## src/rtl/gelu_lane_scheduler.sv

```systemverilog
// Round-robin dispatcher for a bank of non-pipelined GELU lanes.
// Results come back in input order, with per-lane timeout supervision and div_by_zero accounting.
module gelu_lane_scheduler #(
    parameter int unsigned W              = 32,
    parameter int unsigned NUM_LANES      = 4,
    parameter int unsigned TIMEOUT_CYCLES = 64,
    parameter int unsigned CNT_W          = 16
) (
    input  logic                   clk,
    input  logic                   rst_n,
    input  logic                   in_valid,
    output logic                   in_ready,
    input  logic [W-1:0]           in_data,
    output logic                   out_valid,
    input  logic                   out_ready,
    output logic [W-1:0]           out_data,
    output logic                   out_dbz,
    output logic [NUM_LANES-1:0]   lane_valid_in,
    output logic [NUM_LANES*W-1:0] lane_xi,
    input  logic [NUM_LANES-1:0]   lane_valid_out,
    input  logic [NUM_LANES*W-1:0] lane_result,
    input  logic [NUM_LANES-1:0]   lane_div_by_zero,
    input  logic                   err_clr,
    output logic                   busy,
    output logic                   timeout_err,
    output logic [CNT_W-1:0]       dbz_count
);

    localparam int unsigned PTR_W = (NUM_LANES > 1) ? $clog2(NUM_LANES) : 1;
    localparam int unsigned TMR_W = (TIMEOUT_CYCLES > 1) ? $clog2(TIMEOUT_CYCLES + 1) : 1;
    localparam logic [PTR_W-1:0] LAST_LANE = PTR_W'(NUM_LANES - 1);
    localparam logic [TMR_W-1:0] TMR_LAST  = TMR_W'(TIMEOUT_CYCLES - 1);

    typedef enum logic [1:0] {
        S_IDLE = 2'd0,
        S_BUSY = 2'd1,
        S_DONE = 2'd2
    } lane_state_e;

    lane_state_e [NUM_LANES-1:0]        r_state;
    lane_state_e [NUM_LANES-1:0]        w_state_nxt;
    logic [PTR_W-1:0]                   r_issue_ptr;
    logic [PTR_W-1:0]                   r_retire_ptr;
    logic [NUM_LANES-1:0][TMR_W-1:0]    r_timer;
    logic [NUM_LANES-1:0][W-1:0]        r_res_data;
    logic [NUM_LANES-1:0]               r_res_dbz;
    logic [NUM_LANES-1:0]               r_lane_vin;
    logic [NUM_LANES-1:0][W-1:0]        r_lane_xi;
    logic                               r_armed;
    logic                               r_timeout_err;
    logic [CNT_W-1:0]                   r_dbz_count;

    logic                               w_issue_idle;
    logic                               w_retire_done;
    logic [W-1:0]                       w_out_data;
    logic                               w_out_dbz;
    logic                               w_accept;
    logic                               w_retire;
    logic                               w_dbz_retire;
    logic [NUM_LANES-1:0]               w_issue_sel;
    logic [NUM_LANES-1:0]               w_capture;
    logic [NUM_LANES-1:0]               w_expire;
    logic [NUM_LANES-1:0]               w_busy_vec;

    // Head-of-line views of the issue and retire lanes.
    always_comb begin
        w_issue_idle  = 1'b0;
        w_retire_done = 1'b0;
        w_out_data    = '0;
        w_out_dbz     = 1'b0;
        w_busy_vec    = '0;
        for (int i = 0; i < NUM_LANES; i++) begin
            w_busy_vec[i] = (r_state[i] != S_IDLE);
            if (r_issue_ptr == PTR_W'(i)) begin
                w_issue_idle = (r_state[i] == S_IDLE);
            end
            if (r_retire_ptr == PTR_W'(i)) begin
                w_retire_done = (r_state[i] == S_DONE);
                w_out_data    = r_res_data[i];
                w_out_dbz     = r_res_dbz[i];
            end
        end
    end

    // r_armed keeps in_ready low while reset is asserted and for the first edge after it.
    assign in_ready      = r_armed & w_issue_idle;
    assign w_accept      = in_valid & in_ready;
    assign out_valid     = w_retire_done;
    assign out_data      = w_out_data;
    assign out_dbz       = w_out_dbz;
    assign w_retire      = w_retire_done & out_ready;
    assign w_dbz_retire  = w_retire & w_out_dbz;
    assign busy          = |w_busy_vec;
    assign lane_valid_in = r_lane_vin;
    assign lane_xi       = r_lane_xi;
    assign timeout_err   = r_timeout_err;
    assign dbz_count     = r_dbz_count;

    // Per-lane next state; a real completion beats a simultaneous timer expiry.
    always_comb begin
        w_state_nxt = r_state;
        w_issue_sel = '0;
        w_capture   = '0;
        w_expire    = '0;
        for (int i = 0; i < NUM_LANES; i++) begin
            w_issue_sel[i] = w_accept && (r_issue_ptr == PTR_W'(i));
            case (r_state[i])
                S_IDLE: begin
                    if (w_issue_sel[i]) begin
                        w_state_nxt[i] = S_BUSY;
                    end
                end
                S_BUSY: begin
                    if (lane_valid_out[i]) begin
                        w_state_nxt[i] = S_DONE;
                        w_capture[i]   = 1'b1;
                    end else if (r_timer[i] == TMR_LAST) begin
                        w_state_nxt[i] = S_DONE;
                        w_expire[i]    = 1'b1;
                    end
                end
                S_DONE: begin
                    if (w_retire && (r_retire_ptr == PTR_W'(i))) begin
                        w_state_nxt[i] = S_IDLE;
                    end
                end
                default: begin
                    w_state_nxt[i] = S_IDLE;
                end
            endcase
        end
    end

    always_ff @(posedge clk or negedge rst_n) begin
        if (!rst_n) begin
            for (int i = 0; i < NUM_LANES; i++) begin
                r_state[i] <= S_IDLE;
            end
        end else begin
            r_state <= w_state_nxt;
        end
    end

    // Issue and retire pointers advance strictly round-robin, which preserves order.
    always_ff @(posedge clk or negedge rst_n) begin
        if (!rst_n) begin
            r_issue_ptr  <= '0;
            r_retire_ptr <= '0;
            r_armed      <= 1'b0;
        end else begin
            r_armed <= 1'b1;
            if (w_accept) begin
                r_issue_ptr <= (r_issue_ptr == LAST_LANE) ? '0 : r_issue_ptr + PTR_W'(1);
            end
            if (w_retire) begin
                r_retire_ptr <= (r_retire_ptr == LAST_LANE) ? '0 : r_retire_ptr + PTR_W'(1);
            end
        end
    end

    // Lane operands, start pulses, busy timers and result capture.
    always_ff @(posedge clk or negedge rst_n) begin
        if (!rst_n) begin
            r_lane_vin <= '0;
            r_lane_xi  <= '0;
            r_timer    <= '0;
            r_res_data <= '0;
            r_res_dbz  <= '0;
        end else begin
            r_lane_vin <= w_issue_sel;
            for (int i = 0; i < NUM_LANES; i++) begin
                if (w_issue_sel[i]) begin
                    r_lane_xi[i] <= in_data;
                    r_timer[i]   <= '0;
                end else if (r_state[i] == S_BUSY) begin
                    r_timer[i] <= r_timer[i] + TMR_W'(1);
                end
                if (w_capture[i]) begin
                    r_res_data[i] <= lane_result[i*W +: W];
                    r_res_dbz[i]  <= lane_div_by_zero[i];
                end else if (w_expire[i]) begin
                    r_res_data[i] <= '0;
                    r_res_dbz[i]  <= 1'b0;
                end
            end
        end
    end

    // Sticky timeout flag and saturating dbz counter; new events outrank err_clr.
    always_ff @(posedge clk or negedge rst_n) begin
        if (!rst_n) begin
            r_timeout_err <= 1'b0;
            r_dbz_count   <= '0;
        end else begin
            if (|w_expire) begin
                r_timeout_err <= 1'b1;
            end else if (err_clr) begin
                r_timeout_err <= 1'b0;
            end
            if (err_clr) begin
                r_dbz_count <= w_dbz_retire ? CNT_W'(1) : '0;
            end else if (w_dbz_retire && (r_dbz_count != '1)) begin
                r_dbz_count <= r_dbz_count + CNT_W'(1);
            end
        end
    end

endmodule

```

## config.mk

```make
export PLATFORM = sky130hd
export DESIGN_NAME = gelu_lane_scheduler
export DESIGN_NICKNAME = d
export VERILOG_FILES = /design/src/rtl/gelu_lane_scheduler.sv
export SDC_FILE = /design/constraint.sdc
export NUM_CORES = 1
export LEC_CHECK = 0
export ABC_AREA = 1
export CAP_MARGIN = 20
export CORE_ASPECT_RATIO = 1.1
export CORE_MARGIN = 10
export CORE_UTILIZATION = 40
export CTS_CLUSTER_SIZE = 14
export DETAILED_ROUTE_END_ITERATION = 10
export PLACE_DENSITY = 0.72
export SYNTH_ARGS = -nofsm -noshare
export SYNTH_HDL_FRONTEND = slang
export SYNTH_SLANG_ARGS = --single-unit
```

## constraint.sdc

```tcl
create_clock -name clk -period 2.1 [get_ports clk]
set_input_delay 0.315 -clock clk [delete_from_list [all_inputs] [get_ports clk]]
set_output_delay 0.315 -clock clk [all_outputs]
set_load 0.02 [all_outputs]
```

# After elaboration in Yosys (flattened, before gate mapping)
# Cells that the tools add are included.
# Widths: inputs -> output; s select.
word_totals:
  regBits: 322
  inputBits: 173
  out_inout_bits: 185
  word_cells: 190
classes:
  n_addsub: 7
  n_eq_ne: 31
  mux: 87
  bitwise_logic: 4
  n_reduce_logical: 35
ops:
  columns: ["op", "count"]
  rows:
  - ["$mux 32", 12]
  - ["$mux 7", 8]
  - ["$mux 1", 43]
  - ["$mux 2", 18]
  - ["$mux 16", 2]
  - ["$add 7x1->7 const B", 4]
  - ["$eq 7x6->1 const B", 4]
  - ["$reduce_bool 2->1", 14]
  - ["$pmux 2 s3", 4]
  - ["$add 16x1->16 const B", 1]
  - ["$eq 2x2->1 const B", 8]
  - ["$ne 16x16->1 const B", 1]
  - ["$eq 2x1->1 const B", 6]
  - ["$logic_not 2->1", 6]
  - ["$ne 3x3->1 const B", 4]
  - ["$reduce_and 3->1", 4]
  - ["$logic_and 1x1->1", 9]
  - ["$ne 2x1->1 const B", 4]
  - ["$ne 2x2->1 const B", 4]
  - ["$reduce_or 4->1", 2]
  - ["$add 2x1->2 const B", 2]
  - ["$and 1x1->1", 4]

# Logic depth before layout (Yosys ltp)
# Gate-level depths: netlist (run 1).
depth:
  ltp_word: 10
  ltp_mapped: 13
  ltp_nobuf: 12

# Worst setup path after synthesis (run 1)
# OpenSTA, ideal clock, no wires.
synth_path:
  kind: "register to output"
  from: "reg r_retire_ptr[0]"
  to: "out out_data[10]"
  arrival_ps: 1618
  required_time_ps: 1785
  path_slack_ps: 167
  path_stages_with_launch: 7
  n_path_buf: 2
  cell_sequence: "dfrtp_1 -> ha_1 -> inv_1 -> clkbuf_1 -> buf_1 -> o211ai_1 -> o21ai_0"
synth_via:
  elab_chain_cells: 5
  elab_cells_between_ends: 8
  cone_classes: "eq/ne (3); mux (4); reduce/logical (1)"
synth_lines:
  columns: ["item", "line_no", "rtl"]
  rows:
  - ["from (decl)", "43", "logic [PTR_W-1:0] r_retire_ptr;"]
  - ["from (signal assigned)", "156", "r_retire_ptr <= (r_retire_ptr == LAST_LANE) ? '0 : r_retire_ptr + PTR_W'(1);"]
  - ["$logic_not 2->1", "77", "if (r_retire_ptr == PTR_W'(i)) begin"]
  - ["$mux 32 (3 in series)", "77", null]
  - ["$mux 32 (*)", "77", null]
  - ["to (decl)", "16", "output logic [W-1:0] out_data,"]
# Every way passes the cells marked *; elsewhere a longest branch is shown, timed or not.

# Worst setup path in the final report (run 1)
layout_path:
  from: "reg r_retire_ptr[0]"
  to: "out out_data[24]"
# Same word-level chain as after synthesis.

==> results by group, run 1 <==
Drt
  – Vias after detailed routing: between 10000 and 15000
  – Number of remaining DRC errors: 0
  – Remaining antenna violation count after routing: 0
  – Met3 routed wirelength: approximately 6000 um
  – Detailed router's first-iteration violation count: approximately 1100
  – Number of optimization iterations in the first detailed-route pass: 5
  – Routed met2 length: around 27000 um
  – Vias per cell: 5.206
  – Final wirelength: approximately 57000 um
  – Top layer in use: met5
  – Post-detailed-route wirelength per cell: roughly 21 um
  – Post-route met1 wirelength: about 22000 um

Setup path
  – Critical path class: reg2out
  – Slowest library cell on the worst path: sky130_fd_sc_hd__dfrtp_2
  – Critical Path Fanout Max: 9
  – Critical Path AT: between 2 and 2.5 ns
  – Peak per-stage delay on the critical path: about 0.43 ns
  – Critical path, cell by cell: inv_4 -> buf_6 -> ha_4 -> buf_8 -> buf_12 -> a21oi_2 -> nand2_1 -> o211ai_1 -> o21ai_1 -> buf_4
  – Type of element capturing the critical path: output pin
  – Critical Path RT: around 1.8 ns
  – Startpoint type of the worst setup path: flip-flop

GRT
  – Total gr overflow: 0
  – Number of global-route vias before repair: 14000
  – Initial antenna violation count: 5
  – Global-route wire length before repair: 81280 um
  – Global routing usage summed across all routing layers: roughly 23%
  – Maximum number of pins on one net before global-route repair: 61

Power and ir drop
  – Peak supply drop: between 0.001 and 0.0015 V
  – Switching portion of total power: a little under 40%
  – Switching pwr: roughly 12 mW
  – Power density over the cells: between 1000 and 1500 nW/um^2
  – Leakage power figure: ~11 nW
  – Sequential share of power: between 30% and 40%
  – Share of power burned in the clock network: a little over a fifth
  – Tot Pwr: about 31 mW
  – Internal Pwr Total: between 15 and 20 mW
  – Comb pwr share: 46.7%

Clocking
  – Number of CTS-inserted buffers: 37
  – Largest buffer count on any clock path: 3
  – H-tree levels: 2
  – CTS tree: yes
  – Worst-path clk slew: ~0.060 ns
  – Count of clock tree sinks: ~320
  – Source-to-sink clock delay at the later pin of the worst-skew pair: ~0.54 ns
  – Clock tree root buffer cell: sky130_fd_sc_hd__clkbuf_16

Yosys
  – Commonest cells in the netlist: 746 x sky130_fd_sc_hd__nand2_1, 322 x sky130_fd_sc_hd__dfrtp_1, 215 x sky130_fd_sc_hd__nand3_1
  – Main flop type after synthesis: sky130_fd_sc_hd__dfrtp_1
  – Post-synth EDFFs: 0
  – Unique cell type count in the Yosys netlist: 36
  – Async set-or-reset flop fraction in the synthesized netlist: 100.0%
  – Area leader, netlist: sky130_fd_sc_hd__dfrtp_1
  – Number of synthesized register bits: about 320
  – Most frequent cell after synthesis: sky130_fd_sc_hd__nand2_1
  – Post-synthesis instance area: around 15000 sq um
  – Post-synthesis instance total: 1775
  – Main area contributors after synthesis: sky130_fd_sc_hd__dfrtp_1 55%, sky130_fd_sc_hd__nand2_1 19%, sky130_fd_sc_hd__nand3_1 7.4%
  – Syn Area/Cell: around 8.2 sq um
  – Post-Synthesis Net Count: 1961
  – Synth Warn #: 0
  – Post-synthesis sequential area ratio: between 50% and 60%
  – Portion of synthesized cell area occupied by the leading cell type: a little under three fifths

Cells and area
  – Final core occ: 59.76%
  – Total number of nets in the final design: between 2000 and 2500
  – Filler instances: 3034
  – Area of the multi-input gates: between 6000 and 7000 sq um
  – Area taken by flip-flops and latches: 8059 sq um
  – Share of cells above drive strength 1: around 16%
  – Growth of design area from synthesis to finish: 47.77%
  – Final Instance Count excl. Fillers: about 2700
  – Cell area after layout: between 20000 and 25000 sq um

Die
  – Die width: slightly above 200 um
  – Overall die area: between 40000 and 50000 sq um
  – Die H: around 220 um
  – Boundary Pins: roughly 360
  – Placeable core region: around 36000 sq um
  – Effective utilization at floorplan: a little over 40%
  – Placement row count: 73

Timing
  – Worst-case setup margin in the final layout: -0.3839 ns
  – Post-Route Hold Slack: ~0.33 ns
  – Worst setup skew after layout: around 0.013 ns
  – Post-route minimum period: 2.484 ns
  – Final hold violation count: 0
  – Setup violators final: between 50 and 60
  – RSZ-0062 raised after global routing: true
  – Peak clock frequency supported by timing: between 400 and 500 MHz
  – Final worst path period share: 118.3%
  – Max transition margin: 52.67%
  – Measured slew at the worst slew-check pin: 0.7100 ns
  – Number of slew-limit violations in the final report: 0

Placed design
  – Count of buffers inserted at the top-level ports: between 300 and 400
  – Instance area after placement: 19230 sq um
  – Placed Cells incl. Taps: around 2600
  – Estimated wirelength of the detail-placed design: around 37000 um
  – Last weighted congestion value of the routability-driven placer: about 1

Status
  – Violated checks: negative setup slack
  – Outcome: finished, violations left

Min path
  – Min-delay worst type: in2reg

Job
  – Number of maximum-capacitance constraint violations: 0
stage by stage:
step                      TNS, ns  worst slack, ns
after floorplan                 0           0.1668
after global placement     -8.010          -0.2795
after detailed placement   -9.659          -0.3249
after CTS                  -9.558          -0.3190
after global routing       -19.03          -0.4325
final                      -10.70          -0.3839
cell usage in the layout (no fill, tap or decap), types with 30 or more instances in the layout:
cell type	netlist	layout
sky130_fd_sc_hd__o21ai_0	70	38
sky130_fd_sc_hd__clkbuf_16	0	52
sky130_fd_sc_hd__nand3_1	215	205
sky130_fd_sc_hd__nand2_1	746	694
sky130_fd_sc_hd__nand2_2	2	48
sky130_fd_sc_hd__buf_4	10	92
sky130_fd_sc_hd__dfrtp_1	322	321
sky130_fd_sc_hd__nor2_1	58	56
sky130_fd_sc_hd__o21ai_1	0	30
sky130_fd_sc_hd__buf_12	0	31
sky130_fd_sc_hd__o211ai_1	32	32
sky130_fd_sc_hd__clkdlybuf4s50_1	0	319
sky130_fd_sc_hd__inv_1	89	82
area by class of cell:
class                           count  area share, %
Tap cell                          487          2.826
Multi-Input combinational cell   1251          28.30
Inverter                          103          1.840
Timing Repair Buffer              478          23.87
Clock buffer                       57          5.304
Sequential cell                   322          37.38
Antenna cell                        7        0.08125
Clock inverter                      9         0.3946
power by group through the flow:
stage / Sequential (mW) / Clock [mW] / Combinational, mW
after floorplan: 10.9 / 0 / 5.16
after global placement: 9.82 / 0 / 12.7
after detailed placement: 9.88 / 0 / 12.9
after CTS: 9.86 / 6.61 / 13.6
after global routing: 10.2 / 6.86 / 15.6
final: 10.0 / 6.52 / 14.5
path summary, 6_finish.rpt:
check                           startpoint        endpoint  slack, ns  cells past startpoint
setup / recovery           r_retire_ptr[0]    out_data[24]      -0.38                     10
hold / removal             lane_result[88]  r_res_data[88]       0.33                      3
setup reg to reg            r_issue_ptr[0]     r_timer[17]      -0.04                     13
hold reg to reg                lane_xi[10]     lane_xi[10]       0.47                      2
max in group asynchronous            rst_n     lane_xi[62]       0.98                      4
min in group asynchronous            rst_n  r_res_data[70]       0.34                      2
repair_timing:
item	in CTS	in global routing
resized for setup	290	99
setup buffers	9	8
endpoints found under the hold margin	48	0
setup endpoints to repair	36	79
cloned	3	18
hold buffers	1	0
pin swaps	10	16
metal layers:
metal | track usage [%] | vias to the layer above
met3 | 8.820 | 131
li1 | - | 6498
met5 | 0 | -
met1 | 27.16 | 6826
met2 | 37.43 | 669
met4 | 9.206 | 4
state kept, by name (all words and copies together) (netlist names):
register,flops
r_res_dbz,4
r_armed,1
dbz_count,16
r_state,8
r_timer,28
r_res_data,128
lane_valid_in,4
r_retire_ptr,2
timeout_err,1
lane_xi,128
r_issue_ptr,2
logic make-up after synthesis:
logic type / Yosys count / synth area share, %
compound gates: 155 / 6.114
buf+inv: 202 / 6.037
flops: 322 / 55.23
fa+ha+maj: 13 / 1.115
xor+xnor: 17 / 1.021
simple gates: 1065 / 30.46
other cells: 1 / 0.02570
critical path: cells and delay by family, from the launching register on:
family	cells	cell delay, ns
compound gates	3	0.33
fa+ha+maj	1	0.17
buf+inv	5	0.64
flops	1	0.43
simple gates	1	0.06
(Power assumes the default switching activity.)
==> run 2: changes to the inputs <==
- CELL_PAD_IN_SITES_DETAIL_PLACEMENT: unset -> 1
- CELL_PAD_IN_SITES_GLOBAL_PLACEMENT: unset -> 1
- CORE_UTILIZATION: 40 -> 36
- PLACE_DENSITY: 0.72 -> 0.85
- TNS_END_PERCENT: unset -> 10
==> results by group, run 2 (synthesis results as in run 1) <==
Clocking
  – Source-to-sink clock delay at the later pin of the worst-skew pair: ~0.55 ns
  – Clock tree root buffer cell: sky130_fd_sc_hd__clkbuf_16
  – Worst-path clk slew: approximately 0.06 ns
  – Number of CTS-inserted buffers: 38
  – H-tree levels: 2
  – Largest buffer count on any clock path: 3
  – CTS tree: yes
  – Count of clock tree sinks: 322

Setup path
  – Critical Path RT: between 1.5 and 2 ns
  – Critical Path Fanout Max: 20
  – Terminus of the critical flop-to-flop path: dbz_count[13]
  – Register-to-Register Setup Slack: -0.37 ns
  – Type of element capturing the critical path: output pin
  – Critical Path AT: about 2.5 ns
  – Cell count of the worst reg-to-reg path: 16
  – Startpoint type of the worst setup path: flip-flop
  – Critical path class: reg2out
  – Critical R2R Launch: r_retire_ptr[1]

Status
  – Outcome: finished, violations left
  – Violated checks: negative setup slack

GRT
  – Initial antenna violation count: 20
  – Global-route wire length before repair: around 94000 um
  – Global routing usage summed across all routing layers: 24.46%
  – Grt peak-use layer: met2
  – Met2 GRT Util: about two fifths
  – Maximum number of pins on one net before global-route repair: 55
  – Total gr overflow: 0
  – Met3 usage in global routing: under 10%
  – Number of global-route vias before repair: between 15000 and 20000
  – Global-route met1 utilization: 27.01%

Timing
  – Setup TNS Final: -22.05 ns
  – Worst-case setup margin in the final layout: -0.7227 ns
  – Final worst path period share: 134.4%
  – Measured slew at the worst slew-check pin: about 0.76 ns
  – Final hold violation count: 0
  – Max transition margin: around 49%
  – Setup violators final: 59
  – Peak clock frequency supported by timing: roughly 350 MHz
  – Number of slew-limit violations in the final report: 0
  – Worst setup skew after layout: between 0.03 and 0.04 ns
  – Post-route minimum period: 2.823 ns
  – RSZ-0062 raised after global routing: true

Cells and area
  – Leading cell type in the layout, fill and taps excluded: sky130_fd_sc_hd__nand2_1
  – Total number of nets in the final design: approximately 2300
  – Share of cells above drive strength 1: between 10% and 20%
  – Final core occ: just over 50%
  – Final Instance Count excl. Fillers: around 2700
  – Cell area after layout: roughly 21000 sq um
  – Growth of design area from synthesis to finish: 42.73%
  – Most frequent cells in the layout: 710 x sky130_fd_sc_hd__nand2_1, 322 x sky130_fd_sc_hd__dfrtp_1, 318 x sky130_fd_sc_hd__clkdlybuf4s50_1, 211 x sky130_fd_sc_hd__nand3_1, 84 x sky130_fd_sc_hd__inv_1

Placed design
  – Last weighted congestion value of the routability-driven placer: around 0.87
  – Placed Cells incl. Taps: ~2600
  – Estimated wirelength of the detail-placed design: 41840 um
  – Instance area after placement: 19060 sq um
  – Count of buffers inserted at the top-level ports: between 300 and 400

Min path
  – Min-delay worst type: in2reg
  – Cell count of the worst hold path: 3
  – Terminating pin of the worst hold path: r_res_data[37]
  – Hold path startpoint: lane_valid_out[1]

Die
  – Placeable core region: roughly 40000 sq um
  – Die H: 231.1 um
  – Boundary Pins: between 300 and 400
  – Die width: between 200 and 250 um
  – Placement row count: 77
  – Overall die area: roughly 50000 sq um
  – Effective utilization at floorplan: between 30% and 40%

Drt
  – Vias after detailed routing: roughly 15000
  – Number of optimization iterations in the first detailed-route pass: 5
  – Remaining antenna violation count after routing: 0
  – Final wirelength: roughly 63000 um
  – Vias per cell: approximately 5.4
  – Number of remaining DRC errors: 0
  – Detailed router's first-iteration violation count: 949
  – Post-detailed-route wirelength per cell: 23.38 um

Power and ir drop
  – Peak supply drop: around 0.00088 V
  – Leakage power figure: 10.47 nW
  – Power density over the cells: ~1500 nW/um^2

Job
  – Number of maximum-capacitance constraint violations: 0
==> run 2: cell count changes in the layout (fill, tap and decap cells not counted), moves of 6 or more <==
cell | before | now
sky130_fd_sc_hd__buf_4 | 92 | 74
sky130_fd_sc_hd__diode_2 | 7 | 13
sky130_fd_sc_hd__buf_12 | 31 | 22
sky130_fd_sc_hd__nand3_1 | 205 | 211
sky130_fd_sc_hd__nand2_2 | 48 | 24
sky130_fd_sc_hd__nand2_4 | 6 | 14
sky130_fd_sc_hd__clkbuf_16 | 52 | 39
sky130_fd_sc_hd__a21oi_2 | 21 | 11
sky130_fd_sc_hd__nand2_1 | 694 | 710
sky130_fd_sc_hd__buf_2 | 0 | 8
sky130_fd_sc_hd__a21oi_1 | 20 | 32
==> run 2: worst max-delay path: stages (launching register included) <==
cell and delay, ns:
sky130_fd_sc_hd__dfrtp_1 0.37, sky130_fd_sc_hd__inv_2 0.08, sky130_fd_sc_hd__buf_6 0.13, sky130_fd_sc_hd__ha_4 0.18, sky130_fd_sc_hd__buf_4 0.15, sky130_fd_sc_hd__buf_12 0.15, sky130_fd_sc_hd__a21oi_1 0.31, sky130_fd_sc_hd__nand2_2 0.12
sky130_fd_sc_hd__o211ai_1 0.10, sky130_fd_sc_hd__o21ai_1 0.15, sky130_fd_sc_hd__buf_4 0.19
==> run 2: power by group <==
part | switching (mW) | total (mW) | leakage [nW] | internal, mW
clock network | 2.75 | 6.77 | 0.631 | 4.02
registers | 1.55 | 10.0 | 4.16 | 8.48
logic | 8.39 | 14.2 | 5.67 | 5.79
==> run 2: layout make-up <==
type / count / area, sq um
inverters: 103 / 389.1
diodes: 13 / 32.53
repair buffers: 439 / 4479
flip-flops and latches: 322 / 8058
clock buffers: 56 / 1140
well taps: 513 / 641.9
fillers: 4646 / 19350
multi-input cells: 1251 / 5946
clock inverters: 12 / 138.9
==> run 2: worst max-delay path by stage <==
stage	startpoint	end	slack (ns)
5_1_grt	r_retire_ptr[1]	out_data[18]	-0.73
3_3_place_gp	r_retire_ptr[0]	out_data[12]	-0.27
6_report	r_retire_ptr[1]	out_data[18]	-0.72
3_5_place_dp	r_retire_ptr[0]	out_data[12]	-0.40
2_1_floorplan	r_retire_ptr[0]	out_data[10]	0.17
4_1_cts	r_retire_ptr[1]	out_data[18]	-0.37
==> run 2: per-layer routing <==
| layer | part of all wire [%] | vias up |
|---|---|---|
| met1 | 36 | 7281 |
| met3 | 10 | 213 |
| met4 | 5.6 | 16 |
| met5 | 0.19 | - |
| met2 | 48 | 682 |
| li1 | - | 6427 |
==> run 2: per-stage QoR <==
step / hold slack, ns / setup slack, ns / power [mW]
2_1_floorplan: 0.01941 / 0.1668 / 16.09
3_3_place_gp: 0.2356 / -0.2745 / 22.33
3_5_place_dp: 0.2422 / -0.3995 / 22.93
4_1_cts: 0.08738 / -0.3657 / 30.39
5_1_grt: 0.1260 / -0.7274 / 32.59
6_report: 0.1133 / -0.7227 / 30.98
==> run 2: repair_timing <==
action | in CTS | in global routing
cloned | 4 | 0
gates resized for setup | 275 | 56
endpoints found under the hold margin | 27 | 0
hold buffers | 1 | 0
endpoints found under the setup margin | 99 | 240
pin swaps | 3 | 6
setup buffers | 14 | 2
==> run 3: changes to the inputs <==
- CAP_MARGIN: 20 -> 30
==> results of run 3 <==
The final DEF is identical to that of run 2; final timing and power are the same.
